**src/rtl/bus_arbiter_rr.sv**
```systemverilog
// Round-robin memory bus arbiter with registered one-hot grants,
// one-cycle turnaround and hold-time preemption of unlocked owners.
module bus_arbiter_rr #(
  parameter int NREQ     = 3,
  parameter int IDW      = 2,
  parameter int MAX_HOLD = 16
) (
  input  logic            MasterClock,
  input  logic            resetL,
  input  logic [NREQ-1:0] req,
  input  logic [NREQ-1:0] lock,
  output logic [NREQ-1:0] grant,
  output logic [NREQ-1:0] grantL,
  output logic            busy,
  output logic [IDW-1:0]  owner
);

  localparam int CW =
    (MAX_HOLD < 2) ? 1 : $clog2(MAX_HOLD + 1);
  localparam logic [CW-1:0] HOLD_MAX =
    CW'(MAX_HOLD);
  localparam logic [CW-1:0] HOLD_LAST =
    CW'((MAX_HOLD > 0) ? MAX_HOLD - 1 : 0);
  localparam bit PREEMPT = (MAX_HOLD != 0);

  typedef enum logic [1:0] {
    S_IDLE,
    S_GRANT,
    S_RELEASE
  } state_t;

  state_t          r_state;
  state_t          w_state_n;
  logic [NREQ-1:0] r_grant;
  logic [NREQ-1:0] r_grantL;
  logic            r_busy;
  logic [IDW-1:0]  r_owner;
  logic [IDW-1:0]  r_ptr;
  logic [CW-1:0]   r_cnt;

  logic [NREQ-1:0] w_grant_n;
  logic [IDW-1:0]  w_owner_n;
  logic [IDW-1:0]  w_ptr_n;
  logic [CW-1:0]   w_cnt_n;

  logic [IDW-1:0]  w_hi_win;
  logic [IDW-1:0]  w_lo_win;
  logic            w_hi_any;
  logic            w_lo_any;
  logic [IDW-1:0]  w_win;
  logic            w_any;
  logic [NREQ-1:0] w_win_oh;
  logic            w_own_req;
  logic            w_own_lock;
  logic            w_others;
  logic            w_preempt;

  // Split scan: indices above the pointer take priority over
  // those at or below it, which gives the upward wrap order.
  always_comb begin
    w_hi_win = '0;
    w_lo_win = '0;
    w_hi_any = 1'b0;
    w_lo_any = 1'b0;
    for (int i = NREQ - 1; i >= 0; i--) begin
      if (req[i] && (i > int'(r_ptr))) begin
        w_hi_win = IDW'(i);
        w_hi_any = 1'b1;
      end
      if (req[i] && (i <= int'(r_ptr))) begin
        w_lo_win = IDW'(i);
        w_lo_any = 1'b1;
      end
    end
  end

  assign w_win    = w_hi_any ? w_hi_win : w_lo_win;
  assign w_any    = w_hi_any | w_lo_any;
  assign w_win_oh =
    {{(NREQ-1){1'b0}}, 1'b1} << w_win;

  assign w_own_req  = |(req & r_grant);
  assign w_own_lock = |(lock & r_grant);
  assign w_others   = |(req & ~r_grant);
  assign w_preempt  = PREEMPT
                   && (r_cnt >= HOLD_LAST)
                   && !w_own_lock
                   && w_others;

  always_comb begin
    w_state_n = r_state;
    w_grant_n = r_grant;
    w_owner_n = r_owner;
    w_ptr_n   = r_ptr;
    w_cnt_n   = r_cnt;
    unique case (r_state)
      S_IDLE, S_RELEASE: begin
        if (w_any) begin
          w_state_n = S_GRANT;
          w_grant_n = w_win_oh;
          w_owner_n = w_win;
          w_cnt_n   = '0;
        end else begin
          w_state_n = S_IDLE;
          w_grant_n = '0;
        end
      end
      S_GRANT: begin
        if (!w_own_req || w_preempt) begin
          w_state_n = S_RELEASE;
          w_grant_n = '0;
          w_ptr_n   = r_owner;
          w_cnt_n   = '0;
        end else if (r_cnt != HOLD_MAX) begin
          w_cnt_n = r_cnt + CW'(1);
        end
      end
      default: begin
        w_state_n = S_IDLE;
        w_grant_n = '0;
      end
    endcase
  end

  always_ff @(posedge MasterClock or negedge resetL) begin
    if (!resetL) begin
      r_state  <= S_IDLE;
      r_grant  <= '0;
      r_grantL <= '1;
      r_busy   <= 1'b0;
      r_owner  <= '0;
      r_ptr    <= IDW'(NREQ - 1);
      r_cnt    <= '0;
    end else begin
      r_state  <= w_state_n;
      r_grant  <= w_grant_n;
      r_grantL <= ~w_grant_n;
      r_busy   <= |w_grant_n;
      r_owner  <= w_owner_n;
      r_ptr    <= w_ptr_n;
      r_cnt    <= w_cnt_n;
    end
  end

  assign grant  = r_grant;
  assign grantL = r_grantL;
  assign busy   = r_busy;
  assign owner  = r_owner;

  a_onehot: assert property (
    @(posedge MasterClock) disable iff (!resetL)
    $onehot0(r_grant)
  );

endmodule

```
**config.mk**
```make
export PLATFORM = sky130hd
export DESIGN_NAME = bus_arbiter_rr
export DESIGN_NICKNAME = d
export VERILOG_FILES = /design/src/rtl/bus_arbiter_rr.sv
export SDC_FILE = /design/constraint.sdc
export NUM_CORES = 1
export LEC_CHECK = 0
export ABC_AREA = 1
export CAP_MARGIN = 30
export CORE_ASPECT_RATIO = 0.9
export CORE_MARGIN = 8
export CORE_UTILIZATION = 40
export DETAILED_ROUTE_END_ITERATION = 16
export GPL_TIMING_DRIVEN = 0
export SYNTH_ARGS = -nofsm -noshare
export SYNTH_HDL_FRONTEND = slang
export SYNTH_SLANG_ARGS = --single-unit
```
**constraint.sdc**
```tcl
create_clock -name MasterClock -period 2 [get_ports MasterClock]
set_clock_uncertainty 0.1 [all_clocks]
set_input_delay 0.4 -clock MasterClock [delete_from_list [all_inputs] [get_ports MasterClock]]
set_output_delay 0.4 -clock MasterClock [all_outputs]
set_load 0.005 [all_outputs]
```
# [Yosys cells after proc, flatten, opt, wreduce, memory -nomap -nowiden]
# Index checks and enable logic that the tools add are counted.
[classes] add_sub_neg=1 mul=0 div_mod_pow=0 magnitude_cmp=5 n_eq_ne=6 shifts=1 n_mux=21 bitwise=6 reduce_logical=19
[ops] operator="two-way mux 5 bit" n=3
[ops] operator="two-way mux 2 bit" n=7
[ops] operator="OR reduction 3 bit" n=4
[ops] operator="case mux 5 bit (2 select lines)" n=1
[ops] operator="bitwise AND 3 bit" n=3
[ops] operator="logical AND 1 bit" n=6
[ops] operator="two-way mux 1 bit" n=6
[ops] operator="two-way mux 3 bit" n=2
[ops] operator="NOT 3 bit" n=2
[ops] operator="case mux 3 bit (2 select lines)" n=1
[ops] operator="adder 5 x 1 -> 5 bit, second input constant" n=1
[ops] operator="greater-or-equal comparator 5 x 4 -> 1 bit, second input constant" n=1
[ops] operator="!= test 5 bit, second input constant" n=1
[ops] operator="!= test 2 bit, second input constant" n=2
[ops] operator="case mux 2 bit (2 select lines)" n=1
[ops] operator="AND reduction 2 bit" n=2
[ops] operator="!= test 3 bit, second input constant" n=1
[ops] operator="AND reduction 3 bit" n=1
[ops] operator="left shift 1 x 2 -> 3 bit, first input constant" n=1
[ops] operator="equality test 2 x 1 -> 1 bit, second input constant" n=1
[ops] operator="equality test 2 bit, second input constant" n=1
[ops] operator="> comparator 1 x 2 -> 1 bit, first input constant" n=1
[ops] operator="> comparator 2 bit, first input constant" n=1
[ops] operator="less-or-equal comparator 1 x 2 -> 1 bit, first input constant" n=1
[ops] operator="7 further kinds" n=8
[word_totals] ff_bits=18 latchBits=0 ramBits=0 rom_bits=0 input_bits=8 out_inout_bits=9 word_cells=66 mem_count=0

# [Depth between registers and ports, before layout]
# Gate-level depths: netlist (run 1).
[depth] depth_word=10 depth_mapped=11 ltp_nobuf=11

# [Worst setup path after synthesis (run 1)]
# No wires, ideal clock.
[synth_path] path_type="register to register" start="register r_cnt[0]" end="register r_cnt[2]" arrival_ns=1.496 t_required_ns=1.835 path_slack_ns=0.339 path_stages_with_launch=12 path_buffers=0 period_less_slack_ns=1.661 path_cell_list="dfrtp_1 -> ha_1 -> nand2_1 -> nor2_1 -> ha_1 -> nor2_1 -> nand2_2 -> nand3_4 -> nand3_4 -> nor2_1 -> nand3_1 -> nand2_1"
[synth_between] elab_chain_cells=6
[synth_lines] element="start, declared" line="39" rtl="logic [CW-1:0] r_cnt;"
[synth_lines] element="start signal, assigned" line="141" rtl="r_cnt <= w_cnt_n;"
[synth_lines] element="greater-or-equal comparator 5 x 4 -> 1 bit" line="86" rtl="&& (r_cnt >= HOLD_LAST)"
[synth_lines] element="logical AND 1 bit" line="87" rtl="&& !w_own_lock"
[synth_lines] element="logical AND 1 bit" line="88" rtl="&& w_others;"
[synth_lines] element="logical OR 1 bit" line="109" rtl="if (!w_own_req || w_preempt) begin"
[synth_lines] element="!= test 3 bit (no source line) / two-way mux 5 bit (equally long branches)"
[synth_lines] element="AND reduction 3 bit (no source line) / case mux 5 bit (2 select lines) (equally long branches)"
# Parallel ways exist; a longest one is shown, timed or not. The select of a mux whose other input is x is not followed.
# A chain may end at the register's enable or synchronous reset.

# [Worst setup path after layout (run 1)]
[layout_path] start="register r_grantL[2] (netlist: grantL[2])" end="output grantL[2]"
[layout_rtl] element="start, declared" line="35" rtl="logic [NREQ-1:0] r_grantL;"
[layout_rtl] element="start signal, assigned" line="137" rtl="r_grantL <= ~w_grant_n;"
[layout_rtl] element="end, declared" line="13" rtl="output logic [NREQ-1:0] grantL,"
# No word-level cell between the ends.

==> results of run 1 <==
[power by group through the flow]
stage	logic [W]	clock network (W)	registers, W
finish	0.000640	0.000230	0.000590
global route	0.000709	0.000265	0.000604
CTS	0.000654	0.000242	0.000588
detailed placement	0.000648	0	0.000594
global placement	0.000641	0	0.000594
floorplan	0.000390	0	0.000593
[routing by layer]
layer  wire (um)  vias up
li1            -      392
met1         895      343
met2         855       13
met3          80        5
met4          48        0
met5           0        -
[layout make-up]
cell class	instances	area, um^2	area share [%]
Tap cell	28	35.0	2.91
Clock buffer	4	36.3	3.01
Inverter	20	75.1	6.24
Sequential cell	18	457	37.9
Timing Repair Buffer	16	160	13.3
Multi-Input combinational cell	73	440	36.6
[stage by stage]
step           hold WS, ns  setup WS [ns]  instance area [um^2]
2_1_floorplan      0.00441          0.339                   971
3_3_place_gp         0.383          0.132                  1170
3_5_place_dp         0.392          0.125                  1170
4_1_cts              0.408          0.152                  1200
5_1_grt              0.435        0.00230                  1200
6_report             0.403          0.174                  1200
[logic make-up after synthesis]
kind of cell / Yosys count
and+or+nand+nor: 57
buffers and inverters: 20
DFF: 18
AOI/OAI and AO/OA: 12
adders and majority gates: 3
xor gates and xnor gates: 1
[path summary, 6_finish.rpt]
kind,startpoint,end,depth (start not counted)
max in group asynchronous,resetL,r_cnt[0],1
min reg2reg,r_ptr[1],r_ptr[1],2
min in group asynchronous,resetL,owner[0],1
max reg2reg,r_cnt[0],r_cnt[2],11
max,grantL[2],grantL[2],1
min,r_ptr[1],r_ptr[1],2
[registers in the layout, indices dropped and copies added, names as in the netlist]
name,flops
busy,1
grant,3
grantL,3
owner,2
r_cnt,5
r_ptr,2
r_state,2
[worst register-to-register path: cells and delay by family, from the launching register on]
family / cells / cell delay (ns)
flops: 1 / 0.46
fa+ha+maj: 2 / 0.40
simple gates: 9 / 0.81
[timing repair]
item	4_1_cts	5_1_grt
gates resized for setup	0	1
buffers inserted	0	0
setup endpoints to repair	0	1
[cells in the final DEF (no fill, tap or decap), types with 3 or more instances in the layout]
cell / n
clkbuf_4: 3
clkdlybuf4s50_1: 16
dfrtp_1: 13
dfstp_2: 4
ha_1: 3
inv_1: 15
inv_2: 5
nand2_1: 31
nand2_2: 3
nand3_1: 6
nor2_1: 9
o21ai_0: 3
o21ai_2: 3
==> flow_metrics.env, run 1 <==
export IMPL_synth_top_family_by_area="simple AND/OR/NAND/NOR gates"
export IMPL_crit_chain="clkdlybuf4s50_1"
export IMPL_hold_class="reg2reg"
export IMPL_hpwlAfterDp_mm=1.42
export IMPL_vdd_drop_max_v=0.000688
export IMPL_tightest_slew_ns=0.785
export IMPL_routed_wl_mm=1.88
export IMPL_ys_top_cells_by_count="nand2_1 (31), inv_1 (15), dfrtp_1 (14)"
export IMPL_power_total_w=0.00146
export IMPL_n_antenna_cell=0
export IMPL_core_region_area_mm2=0.00238
export IMPL_cp_start_kind="flip-flop"
export IMPL_root_buffer="clkbuf_4"
export IMPL_yosysWarnings=0
export IMPL_p_leak_nw=0.550
export IMPL_worstPathRequired_ns=1.50
export IMPL_path_class="reg2out"
export IMPL_ys_flop_type="dfrtp_1"
export IMPL_gr_usage_all_layers_pct=9.85
export IMPL_power_switching_w=0.000566
export IMPL_synth_cells=111
export IMPL_die_area_mm2=0.00426
export IMPL_grt_pass1_vias=752
export IMPL_fin_crit_sh_pct=91.3
export IMPL_ant_nets=0
export IMPL_synth_top_area_share_pct=36.1
export IMPL_hold_violations=0
export IMPL_fin_crit_ns=1.83
export IMPL_synth_area_mux_share_pct=0
export IMPL_fin_nets=143
export IMPL_via_count=753
export IMPL_placementRows=17
export IMPL_dp_cells=155
export IMPL_antenna_found_initial=0
export IMPL_pwr_share_comb_pct=43.8
export IMPL_synthXorXnorAreaFrac_pct=0.902
export IMPL_max_freq_mhz=548
export IMPL_syn_area_um2=971
export IMPL_cts_hold_buf=0
export IMPL_synth_edf_count=0
export IMPL_seqPwrFrac_pct=40.4
export IMPL_outcome="completed"
export IMPL_async_flop_share_pct=100
export IMPL_rsz0062_at_grt="false"
export IMPL_drtPass1Iterations=6
export IMPL_syn2layout_area_growth_pct=24.0
export IMPL_post_synth_cell_area_avg_um2=8.75
export IMPL_clkPwrFrac_pct=15.8
export IMPL_gr_usage_met1_pct=12.7
export IMPL_place_congestion=0.753
export IMPL_grt_first_pass_wirelength_mm=3.30
export IMPL_yosysSeqAreaShare_pct=46.9
export IMPL_clock_latency_ns=0.30
export IMPL_critPathTopFamily="flip-flops"
export IMPL_initial_core_util_pct=40.8
export IMPL_wl_per_cell_um=11.8
export IMPL_pin_count=17
export IMPL_end_kind="output port"
export IMPL_gr_total_overflow=0
export IMPL_drive_above_1_share_pct=19.8
export IMPL_fill_cells=228
export IMPL_synth_simple_area_share_pct=30.0
export IMPL_place_port_buffers=16
export IMPL_crit_arrival_ns=1.33
export IMPL_die_x_um=67.9
export IMPL_drc=0
export IMPL_use_met2_pct=13.7
export IMPL_r2r_slack_ns=0.18
export IMPL_cts_tree="yes"
export IMPL_slowest_stage="dfstp_2"
export IMPL_final_cells=159
export IMPL_drt_iter0_markers=16
export IMPL_grt_met3_usage_pct=3.41
export IMPL_synth_seq_cells=18
export IMPL_die_h_um=62.7
export IMPL_grt_busiest_layer="met2"
export IMPL_synth_most_common_cell="nand2_1"
export IMPL_ctsLongestPathBuffers=2
export IMPL_p_per_area_mw_per_mm2=1210
export IMPL_setup_tns_ns=0
export IMPL_slowest_delay_ns=0.54
export IMPL_p_int_w=0.000894
export IMPL_path_clk_slew_ns=0.11
export IMPL_worstPathMaxFanout=1
export IMPL_slew_headroom_pct=47.5
export IMPL_clkSinkCount=18
export IMPL_synth_compound_area_share_pct=10.6
export IMPL_synth_area_leaders="dfrtp_1 (36%), nand2_1 (12%), dfstp_2 (11%)"
export IMPL_cts_buffers=3
export IMPL_yosysTopAreaCell="dfrtp_1"
export IMPL_htree_levels=1
export IMPL_sw_frac_of_total_pct=38.8
export IMPL_synth_fp_nets=122
export IMPL_viasPerCell=4.74
export IMPL_setup_viol=0
export IMPL_drv_cap=0
export IMPL_final_max_slew_violation_count=0
export IMPL_ys_types=23
export IMPL_path_buf_inv=1
export IMPL_utilization_pct=50.5
export IMPL_synthAdderAreaFrac_pct=3.87
export IMPL_grt_max_degree=19
(Power assumes the default switching activity.)
==> run 2, diff against run 1 <==
CORE_MARGIN = not set   (was 8)
==> flow_metrics.env, run 2 (same netlist as run 1, synthesis figures left out) <==
export IMPL_cts_tree="yes"
export IMPL_hold_violations=0
export IMPL_fin_nets=143
export IMPL_setup_viol=0
export IMPL_gr_usage_all_layers_pct=16.3
export IMPL_end_kind="flip-flop"
export IMPL_max_freq_mhz=542
export IMPL_clkSinkCount=18
export IMPL_fin_crit_ns=1.84
export IMPL_grt_busiest_layer="met2"
export IMPL_viasPerCell=4.77
export IMPL_die_area_mm2=0.00263
export IMPL_initial_core_util_pct=43.3
export IMPL_cts_setup_buffers=0
export IMPL_outcome="completed"
export IMPL_largest_reg_flops=5
export IMPL_p_leak_nw=0.550
export IMPL_grt_met3_usage_pct=6.60
export IMPL_place_area_mm2=0.00116
export IMPL_die_x_um=53.9
export IMPL_via_count=753
export IMPL_htree_levels=1
export IMPL_worstPathRequired_ns=2.13
export IMPL_core_region_area_mm2=0.00224
export IMPL_hold_class="reg2reg"
export IMPL_hpwlAfterDp_mm=1.36
export IMPL_gr_usage_met1_pct=22.0
export IMPL_placementRows=16
export IMPL_routed_wl_mm=1.79
export IMPL_r2r_slack_ns=0.16
export IMPL_ctsLongestPathBuffers=2
export IMPL_root_buffer="clkbuf_4"
export IMPL_final_cells=158
export IMPL_fin_crit_sh_pct=92.2
export IMPL_final_cell_mix="nand2_1 (31), clkdlybuf4s50_1 (16), inv_1 (15)"
export IMPL_fill_cells=222
export IMPL_worstPathMaxFanout=10
export IMPL_antenna_found_initial=0
export IMPL_use_met2_pct=24.1
export IMPL_post_place_ws_ns=0.110
export IMPL_grt_max_degree=19
export IMPL_pin_count=17
export IMPL_mostFrequentLayoutCell="nand2_1"
export IMPL_drive_above_1_share_pct=19.8
export IMPL_tightest_slew_ns=0.789
export IMPL_syn2layout_area_growth_pct=23.8
export IMPL_final_max_slew_violation_count=0
export IMPL_vdd_drop_max_v=0.000777
export IMPL_wl_per_cell_um=11.4
export IMPL_n_antenna_cell=0
export IMPL_ant_nets=0
export IMPL_drtPass1Iterations=4
export IMPL_cts_buffers=3
export IMPL_crit_arrival_ns=1.98
export IMPL_cp_start_kind="flip-flop"
export IMPL_grt_pass1_vias=719
export IMPL_place_congestion=0.749
export IMPL_gr_total_overflow=0
export IMPL_p_per_area_mw_per_mm2=1210
export IMPL_dp_cells=154
export IMPL_design_area_mm2=0.00120
export IMPL_clock_latency_ns=0.29
export IMPL_fin_ws_ns=0.155
export IMPL_drc=0
export IMPL_path_class="reg2reg"
export IMPL_largest_register="r_cnt"
export IMPL_path_clk_slew_ns=0.10
export IMPL_drv_cap=0
export IMPL_slew_headroom_pct=47.2
export IMPL_drt_iter0_markers=21
export IMPL_grt_first_pass_wirelength_mm=3.08
export IMPL_die_h_um=48.7
export IMPL_place_port_buffers=16
[run 2: cell counts in the layout (fill, tap and decap cells not counted)]
No cell type changed its count.
[run 2: timing repair]
action	CTS	global route
setup endpoints to repair	0	1
resized for setup	0	1
hold endpoints to repair	0	0
hold buffers	0	0
[run 2: cell type report]
cell class,count,area [um^2],area share [%]
clock buffer,4,36.3,3.02
tap,27,33.8,2.81
inverter,20,75.1,6.24
timing repair buffer,16,160,13.3
multi-input combinational,73,440,36.6
sequential,18,457,38.0
[run 2: final timing paths]
kind | start | endpoint | cells after the start
setup / recovery | r_cnt[0] | r_cnt[0] | 11
hold / removal | r_ptr[1] | r_ptr[1] | 2
setup reg to reg | r_cnt[0] | r_cnt[0] | 11
hold reg to reg | r_ptr[1] | r_ptr[1] | 2
max in group asynchronous | resetL | r_cnt[0] | 1
min in group asynchronous | resetL | owner[1] | 1
[run 2: through the flow]
step	hold WS (ns)	setup TNS, ns	total power, W	utilization, %
global placement	0.385	0	0.00123	52.0
floorplan	0.00441	0	0.000982	-
detailed placement	0.391	0	0.00124	52.0
CTS	0.406	0	0.00147	53.6
global route	0.419	-0.0000906	0.00158	53.6
finish	0.401	0	0.00145	53.6
[run 2: power by group]
group	internal, W	switching [W]
sequential	0.000506	0.0000849
clock	0.000111	0.000109
combinational	0.000277	0.000363
total	0.000894	0.000557
[run 2: metal layers]
layer,vias to the layer above,part of all wire [%]
met2,16,44
li1,391,-
met1,344,51
met5,-,0
met3,2,4.5
met4,0,0.84
[run 2: critical path, cell delays in order, from the launching register on]
cell and delay (ns):
dfrtp_2 0.45, ha_1 0.23, nand2_1 0.07, nor2_1 0.04, ha_1 0.16, nor2_1 0.11, nand2_2 0.08, nand3_4 0.09
nand3_4 0.15, nor2_1 0.13, nand3_1 0.08, nand2_1 0.08
==> run 3, diff against run 2 <==
CTS_CLUSTER_DIAMETER = 50   (was not set)
==> results of run 3 <==
No change in the layout: final DEF, timing and power equal those of run 2.
